## config.mk

```make
export PLATFORM = sky130hd
export DESIGN_NAME = fade_combiner
export DESIGN_NICKNAME = d
export VERILOG_FILES = /design/src/rtl/fade_pack.sv /design/src/rtl/fade_round_sat.sv /design/src/rtl/fade_combiner.sv
export SDC_FILE = /design/constraint.sdc
export NUM_CORES = 1
export LEC_CHECK = 0
export CORE_UTILIZATION = 54
export DETAILED_ROUTE_END_ITERATION = 6
export PLACE_DENSITY = 0.71
export SLEW_MARGIN = 30
export SYNTH_ARGS = -nofsm -noshare
export SYNTH_HDL_FRONTEND = slang
export SYNTH_SLANG_ARGS = --single-unit
```

## constraint.sdc

```tcl
create_clock -name clk -period 6.1 [get_ports clk]
set_input_delay 0.61 -clock clk [delete_from_list [all_inputs] [get_ports clk]]
set_output_delay 0.61 -clock clk [all_outputs]
set_load 0.05 [all_outputs]
```

## src/rtl/fade_pack.sv

```systemverilog
// Shared constants and types for the fader-output combiner: path/channel counts,
// accumulator width, complex sample/coefficient payloads and the combiner FSM states.
package fade_pack;

    localparam int unsigned M      = 8;
    localparam int unsigned N      = 32;
    localparam int unsigned W_IN   = 16;
    localparam int unsigned SHIFT  = 2;
    localparam int unsigned CHAN_W = 5;
    localparam int unsigned CNT_W  = $clog2(M);
    localparam int unsigned ACC_W  = W_IN + $clog2(M);

    typedef struct packed {
        logic signed [15:0] re;
        logic signed [15:0] im;
    } cplx16_t;

    typedef struct packed {
        logic signed [ACC_W-1:0] re;
        logic signed [ACC_W-1:0] im;
    } cplx_acc_t;

    typedef enum logic {
        IDLE  = 1'b0,
        ACCUM = 1'b1
    } comb_state_t;

endpackage

```

## src/rtl/fade_round_sat.sv

```systemverilog
// Combinational round-half-up, arithmetic right shift and 16-bit saturation of one
// accumulated path sum.
module fade_round_sat
    import fade_pack::*;
(
    input  logic signed [ACC_W-1:0] val_i,
    output logic signed [15:0]      res_o
);

    // One guard bit keeps the rounding add from wrapping at the positive limit.
    localparam int unsigned EXT_W = ACC_W + 1;
    localparam logic signed [EXT_W-1:0] RND     = EXT_W'((2 ** SHIFT) / 2);
    localparam logic signed [EXT_W-1:0] SAT_MAX = EXT_W'(32767);
    localparam logic signed [EXT_W-1:0] SAT_MIN = EXT_W'(-32768);

    logic signed [EXT_W-1:0] rounded_c;
    logic signed [EXT_W-1:0] shifted_c;

    always_comb begin
        rounded_c = EXT_W'(val_i) + RND;
        shifted_c = rounded_c >>> SHIFT;
        if (shifted_c > SAT_MAX) begin
            res_o = 16'sh7fff;
        end else if (shifted_c < SAT_MIN) begin
            res_o = 16'sh8000;
        end else begin
            res_o = shifted_c[15:0];
        end
    end

endmodule

```

## src/rtl/fade_combiner.sv

```systemverilog
// Sums M complex path samples per channel into one rounded/saturated 16-bit coefficient,
// strobes it out, stores it in an N-entry bank with registered readback, flags misordering.
module fade_combiner
    import fade_pack::*;
(
    input  logic                     clk,
    input  logic                     reset,
    input  logic                     dv_in,
    input  logic [CHAN_W-1:0]        chan_in,
    input  logic signed [W_IN-1:0]   zc_real_in,
    input  logic signed [W_IN-1:0]   zc_imag_in,
    output logic                     coef_valid,
    output logic [CHAN_W-1:0]        coef_chan,
    output logic signed [15:0]       coef_real,
    output logic signed [15:0]       coef_imag,
    output logic                     frame_done,
    output logic                     err_seq,
    input  logic [CHAN_W-1:0]        rd_chan,
    output logic signed [15:0]       rd_real,
    output logic signed [15:0]       rd_imag,
    output logic                     rd_valid
);

    comb_state_t       state_q, state_d;
    cplx_acc_t         acc_q, acc_d;
    logic [CNT_W-1:0]  cnt_q, cnt_d;
    logic [CHAN_W-1:0] cur_chan_q, cur_chan_d;
    cplx16_t           coef_q, coef_d;
    logic [CHAN_W-1:0] coef_chan_q, coef_chan_d;
    logic              coef_valid_q, coef_valid_d;
    logic              frame_done_q, frame_done_d;
    logic              err_q, err_d;
    logic              wr_en_c;

    cplx_acc_t         samp_c;
    cplx_acc_t         sum_c;
    cplx16_t           rnd_c;

    cplx16_t           bank_q [N];
    logic [N-1:0]      bank_vld_q;
    cplx16_t           rd_q;
    logic              rd_valid_q;

    assign samp_c.re = ACC_W'(zc_real_in);
    assign samp_c.im = ACC_W'(zc_imag_in);
    assign sum_c.re  = acc_q.re + samp_c.re;
    assign sum_c.im  = acc_q.im + samp_c.im;

    fade_round_sat u_rs_re (
        .val_i (sum_c.re),
        .res_o (rnd_c.re)
    );

    fade_round_sat u_rs_im (
        .val_i (sum_c.im),
        .res_o (rnd_c.im)
    );

    always_comb begin
        state_d      = state_q;
        acc_d        = acc_q;
        cnt_d        = cnt_q;
        cur_chan_d   = cur_chan_q;
        coef_d       = coef_q;
        coef_chan_d  = coef_chan_q;
        coef_valid_d = 1'b0;
        frame_done_d = 1'b0;
        err_d        = err_q;
        wr_en_c      = 1'b0;
        unique case (state_q)
            IDLE: begin
                if (dv_in) begin
                    acc_d      = samp_c;
                    cnt_d      = CNT_W'(1);
                    cur_chan_d = chan_in;
                    state_d    = ACCUM;
                end
            end
            ACCUM: begin
                if (dv_in) begin
                    if (chan_in != cur_chan_q) begin
                        // Abandon the partial channel and restart on the interloper.
                        err_d      = 1'b1;
                        acc_d      = samp_c;
                        cnt_d      = CNT_W'(1);
                        cur_chan_d = chan_in;
                    end else if (cnt_q == CNT_W'(M - 1)) begin
                        coef_valid_d = 1'b1;
                        coef_d       = rnd_c;
                        coef_chan_d  = cur_chan_q;
                        frame_done_d = (cur_chan_q == '0);
                        wr_en_c      = (32'(cur_chan_q) < N);
                        state_d      = IDLE;
                    end else begin
                        acc_d = sum_c;
                        cnt_d = cnt_q + CNT_W'(1);
                    end
                end
            end
            default: state_d = IDLE;
        endcase
    end

    always_ff @(posedge clk or negedge reset) begin
        if (!reset) begin
            state_q      <= IDLE;
            acc_q        <= '0;
            cnt_q        <= '0;
            cur_chan_q   <= '0;
            coef_q       <= '0;
            coef_chan_q  <= '0;
            coef_valid_q <= 1'b0;
            frame_done_q <= 1'b0;
            err_q        <= 1'b0;
            bank_vld_q   <= '0;
            rd_q         <= '0;
            rd_valid_q   <= 1'b0;
        end else begin
            state_q      <= state_d;
            acc_q        <= acc_d;
            cnt_q        <= cnt_d;
            cur_chan_q   <= cur_chan_d;
            coef_q       <= coef_d;
            coef_chan_q  <= coef_chan_d;
            coef_valid_q <= coef_valid_d;
            frame_done_q <= frame_done_d;
            err_q        <= err_d;
            if (wr_en_c) begin
                bank_vld_q[cur_chan_q] <= 1'b1;
            end
            rd_q       <= bank_q[rd_chan];
            rd_valid_q <= bank_vld_q[rd_chan];
        end
    end

    // Bank data is not reset; a same-edge read of the written entry sees the old word.
    always_ff @(posedge clk) begin
        if (wr_en_c) begin
            bank_q[cur_chan_q] <= rnd_c;
        end
    end

    assign coef_valid = coef_valid_q;
    assign coef_chan  = coef_chan_q;
    assign coef_real  = coef_q.re;
    assign coef_imag  = coef_q.im;
    assign frame_done = frame_done_q;
    assign err_seq    = err_q;
    assign rd_real    = rd_q.re;
    assign rd_imag    = rd_q.im;
    assign rd_valid   = rd_valid_q;

endmodule

```

==> reports/metrics.csv <==
metric,value,unit
Worst Hold Class,input port to async pin,
Tmin final,4786,ps
Slowest cell on crit path,o311ai_1,
# Post-CTS Setup Buffers,0,
row count,108,
main combinational cell family by area after synthesis,multiplexers,
syn_nets,2487,
Clock Tree Buf Depth,3,
gr ovfl total,0,
Core ar.,87020,um2
"FF+latch count, synth",1176,
worst-skew pair later-pin latency,700,ps
Remaining DRCs,0,
Max Clk Rate,208.9,MHz
Crit path max-delay family,compound AO/OA/AOI/OAI gates,
drt initial violations,2690,
Flop pwr share,50.0,%
final RePlAce weighted congestion,0.9010,
initial core utilization,54.68,%
IO Port Bufs,117,
"Seq/Total Area, Yosys",72.62,%
Most used DFF post-synth,edfxtp_1,
post_cts resized,0,
NetSw,5048,uW
Global Route Usage Sum,26.72,%
critical path endpoint category,flip-flop,
"FFs w/ async S/R, synth",12.93,%
Clock power frac,36.1,%
Layout area overhead,15.55,%
Inst Count DP,3649,
Worst EP required,6640,ps
final setup fails,0,
die height,298.8,um
Ant. Diodes,0,
status,"finished, final reports clean",
Post-synth EDFFs,1024,
max cap viols,0,
Simple-Gate Fraction of Synth Area,3.955,%
FILL cells,5822,
part of the power in combinational logic,13.9,%
DR WL met3,10.31,mm
CP cell instances,"clkdlybuf4s50_1, ha_1, inv_1, fa_1, nand2b_1, a21oi_2, o21ai_2, o21a_1, o311ai_1, nand2b_1, nor3_1, nor3_4, buf_4, o21ai_2, buf_4",
cell taking the most area after synthesis,edfxtp_1,
Post-DRT Antenna Nets,0,
pin count of the biggest net entering global routing,97,
syn avg cell area,19.83,um2
Final HPWL DP,65.25,mm
TritonRoute pass-1 iters,5,
clock buffers created by TritonCTS,114,
Routed WL,117.2,mm
CTS tree,yes,
Die Area,89310,um2
Via density,6.432,
layout cells sized above 1,28.53,%
Yosys cell types,81,
Critical Path Start Type,input port,
# hold bufs at CTS,0,
endpoints failing hold,0,
highest metal used,met4,
H-Tree Depth,3,
Worst EP arrival,5320,ps
critical setup path kind,input port to flip-flop,
met1 WL,46.34,mm
crit-path max FO,26,
first-pass GRT wire length,171.7,mm
Synth top area share,64.62,%
routed wl met2,58.21,mm
ranking of synthesized cells by area,"edfxtp_1, mux4_2, dfrtp_1",
internal power,14880,uW
clock transition at the registers of the reported paths,60,ps
initial antenna violation count,1,
fin. max-slew vios,0,
Final Skew,29.52,ps
clock sink count,1176,
mux contribution to synthesized area,16.89,%
most frequent cells after synthesis,"edfxtp_1, mux4_2, dfrtp_1",
via count,24860,
CP max stage delay,640,ps
Synth Area in Adders,1.136,%
synthesized instance count,2400,
vias in the first global route,25240,
Buf/Inv on CP,4,
Worst-Margin Slew,1005,ps
slew margin rel.,32.82,%
Hold WS,9.146,ps
Leak,0.01837,uW
setup_tns,0,ps
die span in x,298.8,um
Post-Layout Cell Count,3864,
"Period Utilization, post-route",78.46,%
wire length per cell,30.33,um
top-count cell post-synth,edfxtp_1,
Clk Tree Root Cell,clkbuf_16,
RSZ-0062 raised after global routing,no,
switching share of power,25.34,%
Synth Area in Compound Gates,3.113,%
I/O Pins,118,
Synth Area in XOR/XNOR,1.141,%
Max IR drop VDD,226.7,uV
PwrDens,362.4,nW/um2
yosys warns,0,
Netlist Area Pre-Place,47580,um2
nets@finish,2699,
[per-layer routing]
layer  GRT usage (%)  vias up
li1                -    10230
met1           38.08    13230
met2           43.54     1245
met3           4.442      152
met4           6.815        0
met5               0        -
[worst reg2reg max path, delay by kind of cell (launching register included)]
family | cells | cell delay, ps
compound gates | 5 | 1910
fa+ha+maj | 2 | 620
buf+inv | 3 | 680
flops | 1 | 350
simple gates | 4 | 1000
[power by group through the flow]
stage          Sequential, uW  Clock (uW)  Combinational [uW]
5_1_grt                  9970        7580                2970
6_report                 9970        7180                2770
2_1_floorplan           10300           0                1570
4_1_cts                  9970        7280                2720
3_3_place_gp            10100           0                2530
3_5_place_dp            10100           0                2710
[cells in the final DEF, fill, tap and decap left out, types with 15 or more instances in the layout]
master	count
clkbuf_1	26
nor2_4	32
a21oi_1	50
edfxtp_1	1024
clkdlybuf4s50_1	111
buf_4	75
nand3_1	16
nor2_1	67
xor2_1	24
xnor2_1	38
clkbuf_16	117
or2_2	28
o21ai_0	35
ha_1	40
clkinv_2	20
nor3_1	27
o21ai_2	15
mux2_2	53
inv_1	22
dfrtp_1	152
nand2_1	121
mux4_2	330
a31oi_1	21
[flip-flops by register name, indices dropped and copies added (netlist names)]
register,count
rd_valid,1
frame_done,1
coef_valid,1
rd_real,16
bank_vld_q,32
cnt_q,3
coef_chan,5
state_q,1
acc_q,38
bank_q,1024
err_seq,1
coef_real,16
cur_chan_q,5
rd_imag,16
coef_imag,16
[through the flow]
stage                     area (um2)  setup WS (ps)  utilization [%]  total power (uW)
final                          54980           1314            63.18             19920
after global routing           54980           1081            63.18             20520
after CTS                      54900           1420            63.08             19970
after detailed placement       51050          679.1            58.66             12850
after global placement         50880          873.5            58.46             12660
after floorplan                47580           1144                -             11840
[final timing paths]
path | from | endpoint | slack, ps | cells after the start
max | zc_imag_in[0] | bank_q[4][3] | 1310 | 15
min | reset | acc_q[19] | 9 | 1
max reg2reg | acc_q[0] | bank_q[4][3] | 1390 | 14
min reg2reg | bank_vld_q[7] | bank_vld_q[7] | 460 | 1
max in group asynchronous | reset | rd_imag[0] | 4660 | 2
min in group clk | bank_vld_q[7] | bank_vld_q[7] | 460 | 1
[final cells by class]
class	instances	area, um2	area share [%]
Clock buffer	150	3122	5.678
Clock inverter	63	724.4	1.318
Inverter	23	86.33	0.1570
Multi-Input combinational cell	1086	12880	23.42
Sequential cell	1176	34550	62.84
Tap cell	1155	1445	2.628
Timing Repair Buffer	211	2172	3.951
[logic make-up after synthesis]
family | after synthesis
xor+xnor | 62
simple gates | 379
flops | 1176
fa+ha+maj | 42
compound gates | 219
mux | 384
buf+inv | 138
Note: power is estimated with default switching activity, not from simulation.
